**config.mk**
```make
export PLATFORM = sky130hd
export DESIGN_NAME = led_scan
export DESIGN_NICKNAME = d
export VERILOG_FILES = /design/src/rtl/led_pkg.sv /design/src/rtl/led_scan_lz_blank.sv /design/src/rtl/led_scan.sv
export SDC_FILE = /design/constraint.sdc
export NUM_CORES = 1
export LEC_CHECK = 0
export BUFFER_PORTS_ARGS = -buffer_cell sky130_fd_sc_hd__buf_2
export CAP_MARGIN = 20
export CORE_UTILIZATION = 45
export DETAILED_ROUTE_END_ITERATION = 7
export PLACE_DENSITY_LB_ADDON = 0.08
export SLEW_MARGIN = 20
export SYNTH_ARGS = -nofsm -noshare
export SYNTH_HDL_FRONTEND = slang
export SYNTH_SLANG_ARGS = --single-unit
```
**constraint.sdc**
```tcl
create_clock -name clk -period 4.8 [get_ports clk]
set_input_delay 0.48 -clock clk [delete_from_list [all_inputs] [get_ports clk]]
set_output_delay 0.48 -clock clk [all_outputs]
set_load 0.05 [all_outputs]
```
**src/rtl/led_pkg.sv**
```systemverilog
// Shared definitions for the LED display group: scan state encoding and a
// width helper that never returns zero.
package led_pkg;

  typedef enum logic {
    S_GAP  = 1'b0,
    S_SHOW = 1'b1
  } state_t;

  // Bit width needed to hold 0..n-1, never below 1 so single-value counters
  // still get a real register.
  function automatic int clog2_min1(input int n);
    return (n <= 2) ? 1 : $clog2(n);
  endfunction

endpackage

```
**src/rtl/led_scan_lz_blank.sv**
```systemverilog
// Leading-zero detector for the digit about to be shown: a digit above 0 is
// blanked when it and every more-significant nibble are zero.
module lz_blank
  import led_pkg::*;
#(
  parameter int DIGITS = 4,
  parameter int IW     = clog2_min1(DIGITS)
) (
  input  logic [4*DIGITS-1:0] shadow,
  input  logic [IW-1:0]       idx,
  input  logic                blank_lz,
  output logic                blank
);

  logic nz;

  // Look for any non-zero nibble at or above idx.
  always_comb begin
    nz = 1'b0;
    for (int i = 0; i < DIGITS; i++) begin
      if (i >= int'(idx) && shadow[4*i +: 4] != 4'h0) nz = 1'b1;
    end
    blank = blank_lz && (idx != '0) && !nz;
  end

endmodule

```
**src/rtl/led_scan.sv**
```systemverilog
// Time-multiplexed 7-segment scanner. Each digit gets GAP all-off cycles
// followed by DIV lit cycles. New display words are staged in a pending
// register and only reach the shadow register at frame boundaries.
module led_scan
  import led_pkg::*;
#(
  parameter int DIGITS = 4,
  parameter int DIV    = 50000,
  parameter int GAP    = 16
) (
  input  logic                clk,
  input  logic                n_rst,
  input  logic                load,
  input  logic [4*DIGITS-1:0] value,
  input  logic                blank_lz,
  output logic [3:0]          nib,
  output logic                n_en,
  output logic [DIGITS-1:0]   dig_sel,
  output logic                frame
);

  localparam int CMAX = (DIV > GAP) ? DIV : GAP;
  localparam int CW   = clog2_min1(CMAX);
  localparam int IW   = clog2_min1(DIGITS);

  localparam logic [CW-1:0] DIV_END  = CW'(DIV - 1);
  localparam logic [CW-1:0] GAP_END  = CW'(GAP - 1);
  localparam logic [IW-1:0] IDX_LAST = IW'(DIGITS - 1);

  state_t              state, state_nx;
  logic [CW-1:0]       cnt, cnt_nx;
  logic [IW-1:0]       idx, idx_nx;
  logic                commit;
  logic [4*DIGITS-1:0] shadow, pending;
  logic                pend_v;

  logic [DIGITS-1:0]   sel_nx;
  logic [3:0]          nib_nx;
  logic                n_en_nx;
  logic                blank;

  // Next-state logic: one counter serves both states; idx advances as each
  // digit's SHOW period ends, and the last digit's end is the commit point.
  always_comb begin
    state_nx = state;
    cnt_nx   = cnt + 1'b1;
    idx_nx   = idx;
    commit   = 1'b0;
    case (state)
      S_GAP: begin
        if (cnt == GAP_END) begin
          state_nx = S_SHOW;
          cnt_nx   = '0;
        end
      end
      default: begin
        if (cnt == DIV_END) begin
          state_nx = S_GAP;
          cnt_nx   = '0;
          if (idx == IDX_LAST) begin
            idx_nx = '0;
            commit = 1'b1;
          end else begin
            idx_nx = idx + 1'b1;
          end
        end
      end
    endcase
  end

  // Blanking is evaluated for the digit entering the next cycle so that the
  // registered n_en lines up with the registered strobe.
  lz_blank #(.DIGITS(DIGITS), .IW(IW)) u_lz (
    .shadow   (shadow),
    .idx      (idx_nx),
    .blank_lz (blank_lz),
    .blank    (blank)
  );

  // Output values for the next cycle; nib is left untouched during GAP.
  always_comb begin
    sel_nx  = '1;
    nib_nx  = nib;
    n_en_nx = 1'b1;
    if (state_nx == S_SHOW) begin
      sel_nx[idx_nx] = 1'b0;
      nib_nx         = shadow[{idx_nx, 2'b00} +: 4];
      n_en_nx        = blank;
    end
  end

  // Scan state, counter and digit index.
  always_ff @(posedge clk or negedge n_rst) begin
    if (!n_rst) begin
      state <= S_GAP;
      cnt   <= '0;
      idx   <= '0;
    end else begin
      state <= state_nx;
      cnt   <= cnt_nx;
      idx   <= idx_nx;
    end
  end

  // Display word staging: a load landing on the commit cycle bypasses pending.
  always_ff @(posedge clk or negedge n_rst) begin
    if (!n_rst) begin
      pending <= '0;
      pend_v  <= 1'b0;
      shadow  <= '0;
    end else begin
      if (load) pending <= value;
      if (commit) begin
        pend_v <= 1'b0;
        if (load)        shadow <= value;
        else if (pend_v) shadow <= pending;
      end else if (load) begin
        pend_v <= 1'b1;
      end
    end
  end

  // Registered outputs so nothing combinational reaches the pins.
  always_ff @(posedge clk or negedge n_rst) begin
    if (!n_rst) begin
      nib     <= 4'h0;
      n_en    <= 1'b1;
      dig_sel <= '1;
      frame   <= 1'b0;
    end else begin
      nib     <= nib_nx;
      n_en    <= n_en_nx;
      dig_sel <= sel_nx;
      frame   <= commit;
    end
  end

endmodule

```
==> results.md, run 1 <==
Outcome:
- The flow ran to the end, and the final reports show no timing, DRC or antenna violations.

Synthesis:
- Of the post-synthesis cell area, the dominant cell type holds 0.481.
- The dominant combinational cell family by area after synthesis is multiplexers.
- The synthesized-area fraction occupied by xor and xnor cells is 0.0414.
- The area share of and/or/nand/nor cells after synthesis is 0.157.
- The post-synth design cell area is 0.00297 mm².
- Synthesis produced a netlist with a net count of 271.
- The number of different library cells used by synthesis comes to 43.
- The number of standard cells after synthesis is 249.
- The portion of synthesized area spent on multiplexers is 0.178.
- The number of synthesized register bits is 62.
- The Yosys step of the flow raised 0 warnings.
- The synthesized design spends more area on one cell type than any other, namely sky130_fd_sc_hd__dfrtp_1.
- Of the total synthesized cell area, the portion taken by full adders, half adders and majority gates is 0.00844.
- The compound-cell area share of the yosys netlist is 0.0574.
- Sorting the synthesized cells by area gives the leading types as sky130_fd_sc_hd__dfrtp_1 (48%), sky130_fd_sc_hd__mux2_2 (6.5%), sky130_fd_sc_hd__mux2_4 (5.1%).
- After synthesis, the mean cell area works out to 11.9 µm².
- The share of the Yosys chip area taken by registers is 0.525.

Global routing:
- The number of global-route vias before repair is 2032.
- The total global-route track usage is 0.188.
- The global-route wire length before repair is 9.92 mm.
- The total congestion overflow is 0.
- The number of antenna violations at the first check in global routing is 0.
- The maximum number of pins on one net before global-route repair is 63.

Worst setup path:
- The worst register-to-register path begins at cnt[0]$_DFF_PN0_.
- Broken down by cell family, the worst path's largest delay share belongs to simple AND/OR/NAND/NOR gates.
- At the worst endpoint, the required time is 5.02 ns.
- Walking the worst path, the cells encountered are ha_1 > and3_1 > and3_1 > and3_4 > nor2b_4 > mux2_2.
- The worst register-to-register path has a setup slack of 2.37 ns.
- STA puts the critical path data arrival time at 2.65 ns.
- The endpoint identified for the worst register-to-register timing path is shadow[2]$_DFFE_PN0P_.
- The maximum fanout encountered on the critical timing path is 16.
- The number of buffers and inverters on the critical path is 0.
- The most critical setup path has its endpoint at shadow[2]$_DFFE_PN0P_.
- The setup path with the least slack is of type register to register.
- The critical path crosses 6 cells after its start point.
- In this design, the critical path's most frequently occurring cell is sky130_fd_sc_hd__and3_1.
- The kind of start point of the critical path is a register.
- STA classifies the critical path endpoint as a register.
- The most critical setup path has its startpoint at cnt[0]$_DFF_PN0_.
- The slowest stage cell on the critical path is sky130_fd_sc_hd__nor2b_4.
- The path depth of the worst reg2reg path is 6.
- For this run, the slowest stage of the critical path takes 0.52 ns.

Die:
- The horizontal die dimension is 83.2 µm.
- The count of boundary I/O pins is 30.
- After floorplanning, the core was divided into 29 placement rows.
- The die height is 83.2 µm.
- The core area is 0.00635 mm².
- The die covers 0.00692 mm².
- For this configuration, the core starts out at a cell density of 0.467.

Cells and area:
- The leading cell type in the layout, fill and taps excluded is sky130_fd_sc_hd__dfrtp_1.
- The net count of the finished layout is 300.
- With fillers left out, the area of the finished cells amounts to 0.00332 mm².
- The filler cells instantiated in the layout total 584.
- The number of antenna diodes in the final layout is 0.
- For this run, the share of the core covered by cells in the final layout is 0.523.
- The finished layout holds 360 standard cells, fillers aside.
- In the final layout, the share of cells above drive strength 1 is 0.286.
- The area growth from synthesis to layout is 11.9%.
- Leaving out fill and tap cells, the most frequent cells in the layout are sky130_fd_sc_hd__dfrtp_1 (57), sky130_fd_sc_hd__buf_2 (29), sky130_fd_sc_hd__nor2_1 (25).

Placed design:
- Summed over all nets, the half-perimeter wirelength after detailed placement is 3.88 mm.
- In this run the cell area measured after placement is 0.00314 mm².
- Counting tap cells, the placed design contains a total of 344 instances.
- The number of I/O port buffers is 29.
- Prior to clock tree synthesis, the placed netlist has a worst setup slack of 2.34 ns.
- The congestion estimate from routability-driven global placement came to 0.820.

STA:
- The share of the clock period used by the worst path after layout is 0.506.
- The final max-slew violation count is 0.
- Across all setup checks in the final design, the least slack found is 2.37 ns.
- The final count of negative-setup-slack endpoints is 0.
- The worst path needs 2.43 ns of the cycle, external delays included.
- In this run the tightest slew margin relative to its limit is 0.488.
- Setup repair after global routing left no endpoint under its margin.
- The final number of hold-violating endpoints is 0.
- For the final routed database, the setup TNS stands at 0 ns.
- Derived from the worst setup path, the maximum achievable clock frequency is 0.412 GHz.
- The transition time at the pin with the least slew margin is 0.765 ns.
- The clock skew after layout is 0.00612 ns.

Route:
- The DRC marker count from the first detailed-route iteration is 64.
- Across all layers, the routed design uses 1916 vias.
- The first detailed-routing pass ran for 4 iterations.
- In this run the remaining antenna-violating nets after routing total 0.
- The mean routed wirelength per cell is 15.6 µm.
- The DRC violations left is 0.
- For this block, the routed nets add up to 5.62 mm of wire.
- After detailed routing, the number of vias per cell comes to 5.32.

CTS:
- The count of cells resized by post-cts repair is 0.
- Buffers inserted to repair hold after CTS numbered 0.
- The maximum clock path buffer count is 2.
- The number of buffers added by the clock tree synthesis step is 9.
- At the later pin of the worst-skew pair, clock insertion delay measures 0.33 ns.
- The clock root buffer is sky130_fd_sc_hd__clkbuf_8.
- The CTS H-tree depth is 3.
- The post-CTS setup repair buffer count is 0.
- The clock transition at the register clock pins on the worst setup and hold paths after CTS is 0.06 ns.
- TritonCTS built the clock tree.
- Clock tree synthesis found a total of 62 sinks.

Power and ir drop:
- The largest voltage drop on the vdd net is 0.000167 V.
- The power density over the cells is 300 mW/mm².
- In this run the static leakage power is 1.47 nW.

Hold path:
- The min-delay analysis places its worst path in the category primary input to async pin.

Run:
- The max-cap violation count is 0.
## metal layers
| layer | wire length (µm) | part of all wire | GRT usage |
|---|---|---|---|
| met5 | 0 | 0 | 0 |
| met4 | 191 | 0.034 | 0.116 |
| met3 | 156 | 0.028 | 0.0427 |
| met2 | 2600 | 0.46 | 0.292 |
| met1 | 2670 | 0.47 | 0.237 |
## worst min-delay path by stage
| stage | depth (start not counted) | startpoint | to |
|---|---|---|---|
| final | 2 | n_rst | cnt[11]$_DFF_PN0_ |
| after global placement | 1 | cnt[0]$_DFF_PN0_ | cnt[0]$_DFF_PN0_ |
| after floorplan | 0 | n_rst | cnt[0]$_DFF_PN0_ |
| after global routing | 2 | value[6] | pending[6]$_DFFE_PN0P_ |
| after detailed placement | 1 | pending[2]$_DFFE_PN0P_ | pending[2]$_DFFE_PN0P_ |
| after CTS | 2 | n_rst | nib[0]$_DFFE_PN0P_ |
## registers in the layout, indices dropped and copies added, names as in the netlist, 2 cells and up
signal   cells
idx          2
dig_sel      4
nib          4
pending     16
cnt         16
shadow      16
## report_power, final
| group | switching, mW | internal [mW] | total, mW |
|---|---|---|---|
| Clock | 0.188 | 0.230 | 0.417 |
| Combinational | 0.0213 | 0.0185 | 0.0398 |
| Sequential | 0.00288 | 0.536 | 0.539 |
## synthesized netlist by cell type, drive strengths merged
library cell / number
mux2: 33
and3: 6
buf: 6
nor2: 26
nand3: 13
xnor2: 8
nor3: 8
o21bai: 1
nand3b: 1
ha: 2
a211oi: 1
a41oi: 8
or2: 1
dfrtp: 57
clkbuf: 6
a21oi: 5
nor4: 6
o21a: 1
a31oi: 1
o21ai: 6
mux2i: 12
nor2b: 2
xor2: 6
dfstp: 5
and4: 2
inv: 5
nand4: 4
o221ai: 1
a21o: 1
nand2: 11
nand2b: 2
or4: 2
## cell families after synthesis
kind of cell | count (synthesis)
simple gates | 84
flops | 62
mux | 45
compound gates | 25
buf+inv | 17
xor+xnor | 14
fa+ha+maj | 2
## final cells by class
class / count / area [µm²] / area share
Clock buffer: 15 / 176 / 0.0531
Clock inverter: 1 / 5.00 / 0.00151
Inverter: 5 / 18.8 / 0.00565
Multi-Input combinational cell: 170 / 1310 / 0.395
Sequential cell: 62 / 1560 / 0.469
Tap cell: 77 / 96.3 / 0.0290
Timing Repair Buffer: 30 / 153 / 0.0460
## per-stage QoR
stage / power, mW / hold slack [ns]
6_report: 0.996 / 0.309
5_1_grt: 1.04 / 0.382
4_1_cts: 1.01 / 0.331
3_5_place_dp: 0.590 / 0.486
3_3_place_gp: 0.589 / 0.467
2_1_floorplan: 0.567 / 0.184
Power figures use the tool's default switching activity.
==> run 2: changes to the inputs <==
Clock period 4.8 ns to 2.06 ns, I/O delays scaled along.
==> results.md, run 2 (synthesis results as in run 1) <==
STA:
- The max-slew headroom at the worst pin is 0.560 (+0.0715).
- Setup repair after global routing left no endpoint under its margin.
- The final count of negative-setup-slack endpoints was 0 (unchanged).
- The slack of the critical path was 0.113 ns (-2.26 ns).
- The final max-slew violation count is 0 (unchanged).
- The minimum clock period is 1.95 ns (-0.483 ns).
- The final number of hold-violating endpoints is 0 (unchanged).
- The clock skew after layout came to 0.00376 ns (-0.00236 ns).
- The transition time at the pin with the least slew margin came to 0.660 ns (-0.104 ns).
- The share of the clock period used by the worst path after layout is 0.945 (+0.439).
- The total negative slack is 0 ns (unchanged).
- The maximum achievable frequency was 0.514 GHz (+25%).

CTS:
- The clock transition at the register clock pins on the worst setup and hold paths after CTS is 0.06 ns (about the same).
- The maximum clock path buffer count is 2 (unchanged).
- The number of clock sinks is 62 (unchanged).
- The number of buffers added by the clock tree synthesis step was 9 (unchanged).
- The clock root buffer is sky130_fd_sc_hd__clkbuf_8.
- The clock insertion delay at the later pin of the skew report was 0.34 ns (about the same).
- The clock tree from TritonCTS is yes.
- The CTS H-tree depth is 3 (unchanged).

Worst setup path:
- The maximum fanout encountered on the critical timing path came to 16 (unchanged).
- The data arrival at the endpoint of the critical path came to 2.17 ns (-0.48 ns).
- The critical path data required time is 2.29 ns (-2.73 ns).
- The kind of start point of the critical path is a register.
- The register-to-register path setup slack is 0.11 ns (-2.26 ns).
- The critical path in this run is classified as register to register.
- The path depth of the worst reg2reg path was 7 (+1).
- The startpoint identified for the worst register-to-register timing path is cnt[0]$_DFF_PN0_.
- The critical path capture point type is a register.
- The critical register-to-register path endpoint is shadow[2]$_DFFE_PN0P_.

Placed design:
- The minimum setup slack after placement is 0.113 ns (-2.23 ns).
- The total placed cells including tap cells is 360 (+4.7%).
- The half-perimeter wire length of the detailed placement result is 4.09 mm (+5.2%).
- The global placement routability congestion is 0.844 (+2.9%).
- The post-detailed-placement cell area was 0.00329 mm² (+4.8%).
- The number of I/O port buffers is 29 (unchanged).

Cells and area:
- The share of post-route cells with drive strength above 1 is 0.337 (+0.0504).
- The final-stage net count is 317 (+5.7%).
- The leading cell type in the layout, fill and taps excluded is sky130_fd_sc_hd__dfrtp_1.
- The filler-free cell count of the finished design is 377 (+4.7%).
- The final design instance area without fill is 0.00352 mm² (+6.0%).
- The area growth from synthesis to layout is 18.7%.
- The antenna cell count is 0 (unchanged).
- In the final layout, the registers with the most flip-flops are cnt: 16 flops, pending: 16 flops, shadow: 16 flops.
- In the layout the commonest cells are sky130_fd_sc_hd__dfrtp_1 (57), sky130_fd_sc_hd__buf_2 (29), sky130_fd_sc_hd__nor2_1 (25).
- The number of inserted filler cells in the final layout is 568 (-2.7%).

Global routing:
- The total congestion overflow came to 0 (unchanged).
- The number of global-route vias before repair is 2119 (+4.3%).
- The global-route wire length before repair is 10.1 mm (+2.1%).
- The maximum number of pins on one net before global-route repair was 36 (-43%).
- The total global-route track usage is 0.191 (+0.00353).
- The number of antenna violations at the first check in global routing came to 0 (unchanged).

Power and ir drop:
- The sum of internal, switching and leakage power came to 2.51 mW (+150%).
- The cell internal power dissipation was 2.01 mW (+160%).
- The relative contribution of combinational cells to total power came to 0.039 (about the same).
- The switching power of the nets is 0.501 mW (+140%).
- The fraction of power spent switching nets came to 0.200 (-0.0128).
- The power share of the clock group is 0.461 (+0.042).
- The power density over the cells is 713 mW/mm² (+140%).
- The sequential cell fraction of total power was 0.501 (-0.040).
- The largest voltage drop on the vdd net came to 0.000933 V (+460%).
- The static power due to leakage came to 1.58 nW (+7.6%).

Route:
- The mean routed wirelength per cell was 15.1 µm (-3.5%).
- The DRC violations left is 0 (unchanged).
- The total via count after detailed routing is 2044 (+6.7%).
- The DRC marker count from the first detailed-route iteration is 101 (+58%).
- The length of the first detailed-routing pass in iterations was 4 (unchanged).
- The total detailed-routing wirelength was 5.67 mm (+1.1%).
- The average vias per placed instance is 5.42 (+1.9%).
- The final antenna-violating net count is 0 (unchanged).

Die:
- The initial core utilization is 0.467 (unchanged).
- The horizontal die dimension is 83.2 µm (unchanged).
- The core area is 0.00635 mm² (unchanged).
- The floorplan die area came to 0.00692 mm² (unchanged).
- The row count was 29 (unchanged).
- The count of boundary I/O pins is 30 (unchanged).
- The die height is 83.2 µm (unchanged).

Run:
- The max-cap violation count came to 0 (unchanged).

Hold path:
- The startpoint of the tightest hold check path is value[1].
- The number of stages on the worst hold path is 2.
- The class of the tightest hold or removal check is primary input to register.
- The worst hold path terminates at pending[1]$_DFFE_PN0P_.

Outcome:
- The run finished with clean final reports.
run 2: cell types whose count changed in the layout (fill, tap and decap cells not counted), sizes merged:
cell         delta
buf            +16
clkbuf          -3
bufinv          +2
clkinv          +1
dlygate4sd3     +1
run 2: metrics by stage:
step	util	hold WS [ns]
global placement	0.518	0.277
CTS	0.553	0.0969
floorplan	-	-0.0896
global route	0.554	0.106
finish	0.554	0.116
detailed placement	0.518	0.286
run 2: power groups by stage:
| stage | combinational [mW] | clock, mW | sequential, mW |
|---|---|---|---|
| floorplan | 0.0458 | 0 | 1.28 |
| global placement | 0.0986 | 0 | 1.28 |
| detailed placement | 0.0995 | 0 | 1.28 |
| CTS | 0.101 | 1.20 | 1.26 |
| global route | 0.113 | 1.24 | 1.26 |
| finish | 0.0967 | 1.16 | 1.26 |
run 2: repair_timing:
action / CTS / global route
setup buffers: 0 / 0
hold endpoints to repair: 22 / 0
gates resized for setup: 0 / 2
hold buffers: 1 / 0
endpoints found under the setup margin: 0 / 4
run 2: worst max-delay path by stage:
stage / start / to / slack (ns) / depth (start not counted)
final: cnt[0]$_DFF_PN0_ / shadow[2]$_DFFE_PN0P_ / 0.11 / 7
after floorplan: cnt[0]$_DFF_PN0_ / shadow[10]$_DFFE_PN0P_ / 0.02 / 9
after global placement: cnt[7]$_DFF_PN0_ / nib[1]$_DFFE_PN0P_ / 0.12 / 5
after global routing: cnt[0]$_DFF_PN0_ / shadow[3]$_DFFE_PN0P_ / 0.006 / 7
after CTS: cnt[7]$_DFF_PN0_ / shadow[2]$_DFFE_PN0P_ / 0.09 / 6
after detailed placement: cnt[7]$_DFF_PN0_ / shadow[1]$_DFFE_PN0P_ / 0.11 / 6
run 2: layout make-up:
| cell class | instances | area [µm²] | area share |
|---|---|---|---|
| clock buffers | 12 | 145 | 0.0412 |
| well taps | 77 | 96.3 | 0.0274 |
| flip-flops and latches | 62 | 1560 | 0.443 |
| multi-input cells | 170 | 1320 | 0.376 |
| repair buffers | 47 | 308 | 0.0875 |
| inverters | 5 | 18.8 | 0.00533 |
| clock inverters | 4 | 70.1 | 0.0199 |
run 2: critical path: stages (launching register included):
cell	delay (ns)
sky130_fd_sc_hd__dfrtp_1	0.38
sky130_fd_sc_hd__ha_1	0.19
sky130_fd_sc_hd__and3_4	0.21
sky130_fd_sc_hd__and3_1	0.18
sky130_fd_sc_hd__and3_4	0.20
sky130_fd_sc_hd__nor2b_4	0.15
sky130_fd_sc_hd__buf_12	0.17
sky130_fd_sc_hd__mux2_2	0.34
run 2: per-layer routing:
metal  track usage  wire, µm
met5             0         0
met4        0.0846       144
met3        0.0626       235
met2         0.308      2810
met1         0.233      2490
==> run 3: changes to the inputs <==
Settings changed: ABC_AREA from default to 1.
==> results.md, run 3 <==
Synthesis:
- The cell taking the most area after synthesis is sky130_fd_sc_hd__dfrtp_1.
- Among all cell types in the netlist, the one instantiated most often is sky130_fd_sc_hd__nand2_1.
- The total number of yosys warnings is 0 (unchanged).
- The register area share after synthesis is 0.544 (+0.0186).
- The portion of synthesized cell area occupied by the leading cell type is 0.498 (+0.0170).
- The net count of the mapped netlist is 326 (+20%).
- The share of synthesized registers carrying an async set or reset is 1.00 (unchanged).
- The number of distinct standard cells referenced by the synthesized netlist is 35 (-19%).
- The number of synthesized register bits was 62 (unchanged).
- Among all flip-flop cells after synthesis, the most frequent one is sky130_fd_sc_hd__dfrtp_1.
- The count of flip-flops with a built-in enable after synthesis is 0 (unchanged).
- Sorting the synthesized cells by how often they occur yields sky130_fd_sc_hd__nand2_1 (112), sky130_fd_sc_hd__dfrtp_1 (57), sky130_fd_sc_hd__inv_1 (22), sky130_fd_sc_hd__nor2_1 (19), sky130_fd_sc_hd__nand3_1 (16).
- The post-synth design cell area is 0.00286 mm² (-3.4%).
- Yosys attributes the largest share of cell area to sky130_fd_sc_hd__dfrtp_1 (50%), sky130_fd_sc_hd__nand2_1 (15%), sky130_fd_sc_hd__mux2_4 (5.2%).
- The number of standard cells after synthesis is 304 (+22%).
- The mean instance size in the synthesized netlist is 9.42 µm² (-21%).

Worst setup path:
- The cell seen most often among critical-path stages is sky130_fd_sc_hd__nand2_1.
- The start point of the critical path is cnt[12]$_DFF_PN0_.
- The stage delay of the slowest cell on the critical path was 0.42 ns (+0.04 ns).
- The register-to-register path setup slack is 0.19 ns (+0.08 ns).
- In this run the worst setup path terminates at nib[2]$_DFFE_PN0P_.
- The endpoint identified for the worst register-to-register timing path is nib[2]$_DFFE_PN0P_.
- The startpoint identified for the worst register-to-register timing path is cnt[12]$_DFF_PN0_.
- The maximum fanout encountered on the critical timing path was 11 (-5).
- The path depth of the worst reg2reg path is 11 (+4).
- The signal on the critical path passes through nor2_1 > nand2_1 > nor2_4 > nand3_4 > o21ai_1 > buf_4 > inv_1 > nand2_1 > nand2_1 > nand2_1 > nand2_1.
- The slowest stage of the critical path belongs to the cell sky130_fd_sc_hd__dfrtp_1.
- The data arrival at the endpoint of the critical path is 2.09 ns (-0.08 ns).
- The critical path capture point type is a register.
- The critical path data required time came to 2.28 ns (about the same).
- The kind of start point of the critical path is a register.
- The critical path is of the register to register type.

Placed design:
- The global placement routability congestion was 0.814 (-3.6%).
- The half-perimeter wire length of the detailed placement result is 3.77 mm (-7.9%).
- The number of I/O port buffers came to 29 (unchanged).

Cells and area:
- The share of post-route cells with drive strength above 1 was 0.240 (-0.0968).
- In the final layout, the registers with the most flip-flops are cnt: 16 flops, pending: 16 flops, shadow: 16 flops.
- The leading cell type in the layout, fill and taps excluded is sky130_fd_sc_hd__nand2_1.
- The antenna cell count is 0 (unchanged).
- The area growth from synthesis to layout is 14.6%.
- The top cell types in the final layout, fill and taps aside, are sky130_fd_sc_hd__nand2_1 (112), sky130_fd_sc_hd__dfrtp_1 (57), sky130_fd_sc_hd__buf_2 (29).
- The final-stage net count is 364 (+15%).

STA:
- The hold slack is 0.103 ns (-0.0126 ns).
- The transition time at the pin with the least slew margin was 0.471 ns (-0.190 ns).
- The share of the clock period used by the worst path after layout is 0.907 (-0.0384).
- The final max-slew violation count is 0 (unchanged).
- The minimum clock period is 1.87 ns (-0.0791 ns).
- Setup repair after global routing left no endpoint under its margin.
- The maximum achievable frequency is 0.535 GHz (+4.2%).
- The max-slew headroom at the worst pin is 0.686 (+0.126).
- The clock skew after layout is 0.00697 ns (+0.00321 ns).
- The total negative slack is 0 ns (unchanged).
- The final count of negative-setup-slack endpoints is 0 (unchanged).
- The final number of hold-violating endpoints is 0 (unchanged).

Hold path:
- The path class of the tightest hold or removal check is primary input to register.

Route:
- The total via count after detailed routing is 2027 (-0.83%).
- The average vias per placed instance was 4.81 (-11%).
- The total detailed-routing wirelength is 5.23 mm (-7.9%).
- The DRC violations left came to 0 (unchanged).
- The length of the first detailed-routing pass in iterations came to 4 (unchanged).
- The mean routed wirelength per cell is 12.4 µm (-18%).
- The final antenna-violating net count is 0 (unchanged).
- The DRC marker count from the first detailed-route iteration came to 160 (+58%).

Power and ir drop:
- The static power due to leakage came to 1.78 nW (+13%).
- The largest voltage drop on the vdd net is 0.000403 V (-57%).
- The power density over the cells is 682 mW/mm² (-4.3%).
- The sequential cell fraction of total power came to 0.560 (+0.059).
- The cell internal power dissipation was 1.74 mW (-13%).
- The switching power of the nets is 0.500 mW (-0.29%).
- The fraction of power spent switching nets was 0.223 (+0.0234).
- The power share of the clock group is 0.399 (-0.062).
- The relative contribution of combinational cells to total power was 0.042 (+0.003).

CTS:
- The clock transition at the register clock pins on the worst setup and hold paths after CTS came to 0.07 ns (about the same).
- The number of buffers added by the clock tree synthesis step is 9 (unchanged).
- TritonCTS built the clock tree.
- The maximum clock path buffer count was 2 (unchanged).
- The root buffer cell chosen for the clock tree is sky130_fd_sc_hd__clkbuf_8.
- The number of clock sinks is 62 (unchanged).
- The CTS H-tree depth is 3 (unchanged).
- The post-CTS setup repair buffer count is 0 (unchanged).
- The clock insertion delay at the later pin of the skew report is 0.33 ns (about the same).

Die:
- The initial core utilization is 0.475 (+0.00830).
- The row count came to 28 (-3.4%).
- The count of boundary I/O pins is 30 (unchanged).
- The core area is 0.00603 mm² (-5.1%).
- The floorplan die area was 0.00669 mm² (-3.3%).
- The horizontal die dimension is 81.8 µm (-1.7%).
- The die height is 81.8 µm (-1.7%).

Global routing:
- The number of antenna violations at the first check in global routing is 0 (unchanged).
- The number of global-route vias before repair came to 2012 (-5.0%).
- The maximum number of pins on one net before global-route repair is 63 (+75%).
- The total congestion overflow was 0 (unchanged).
- The global-route wire length before repair is 9.17 mm (-9.4%).
- The total global-route track usage is 0.184 (-0.00660).

Run:
- The max-cap violation count came to 0 (unchanged).

Outcome:
- The run finished with clean final reports.
==> run 3: kinds of logic (layout without fill, tap and decap cells) <==
family / after synthesis / after routing / synth area share
AO/OA/AOI/OAI: 10 / 10 / 0.0188
XOR/XNOR: 7 / 7 / 0.0214
adder cells (fa/ha/maj): 2 / 2 / 0.00874
buffers and inverters: 30 / 72 / 0.0437
flip-flops: 62 / 62 / 0.544
multiplexers: 16 / 16 / 0.0760
AND/OR/NAND/NOR: 177 / 177 / 0.287
==> run 3: power by group through the flow <==
stage	Clock [mW]	Sequential (mW)	Combinational, mW
3_3_place_gp	0	1.27	0.0949
5_1_grt	0.976	1.25	0.112
2_1_floorplan	0	1.27	0.0385
3_5_place_dp	0	1.27	0.0968
4_1_cts	0.923	1.25	0.0986
6_report	0.892	1.25	0.0937
==> run 3: final cells by class <==
| class | instances | area [µm²] |
|---|---|---|
| multi-input combinational | 212 | 1190 |
| fill | 576 | 2740 |
| clock buffer | 13 | 149 |
| timing repair buffer | 34 | 198 |
| inverter | 23 | 86.3 |
| clock inverter | 2 | 10.0 |
| tap | 75 | 93.8 |
| sequential | 62 | 1560 |
==> run 3: worst max-delay path: cells and delay by family, from the launching register on <==
family,cells,cell delay (ns)
AO/OA/AOI/OAI,1,0.14
buffers and inverters,2,0.29
flip-flops,1,0.42
AND/OR/NAND/NOR,8,0.91
==> run 3: what timing repair did <==
| action | 4_1_cts | 5_1_grt |
|---|---|---|
| gates resized for setup | 0 | 2 |
| endpoints found under the setup margin | 0 | 6 |
| hold buffers | 1 | 0 |
| endpoints found under the hold margin | 57 | 0 |
==> run 3: routing by layer <==
layer	track usage	vias up	routed length, µm
li1	-	1048	-
met2	0.298	33	2500
met5	0	-	0
met1	0.228	931	2400
met4	0.114	0	157
met3	0.0333	15	166
==> run 3: worst min path at each step <==
stage                   from                endpoint  slack, ns  depth (start not counted)
global placement       n_rst        cnt[3]$_DFF_PN0_       0.24                          2
CTS                 value[5]  pending[5]$_DFFE_PN0P_       0.09                          3
global route        value[5]  pending[5]$_DFFE_PN0P_       0.11                          3
detailed placement     n_rst        cnt[3]$_DFF_PN0_       0.24                          2
finish              value[5]  pending[5]$_DFFE_PN0P_       0.10                          3
floorplan              n_rst        cnt[0]$_DFF_PN0_      -0.09                          0
==> run 3: through the flow <==
stage | setup WS [ns] | power (mW) | instances | util | instance area, µm²
6_report | 0.193 | 2.24 | 421 | 0.545 | 3280
5_1_grt | 0.0108 | 2.34 | 421 | 0.545 | 3280
4_1_cts | 0.169 | 2.27 | 421 | 0.544 | 3280
3_5_place_dp | 0.186 | 1.37 | 405 | 0.516 | 3110
3_3_place_gp | 0.235 | 1.37 | 405 | 0.516 | 3110
2_1_floorplan | 0.309 | 1.31 | 304 | - | 2860
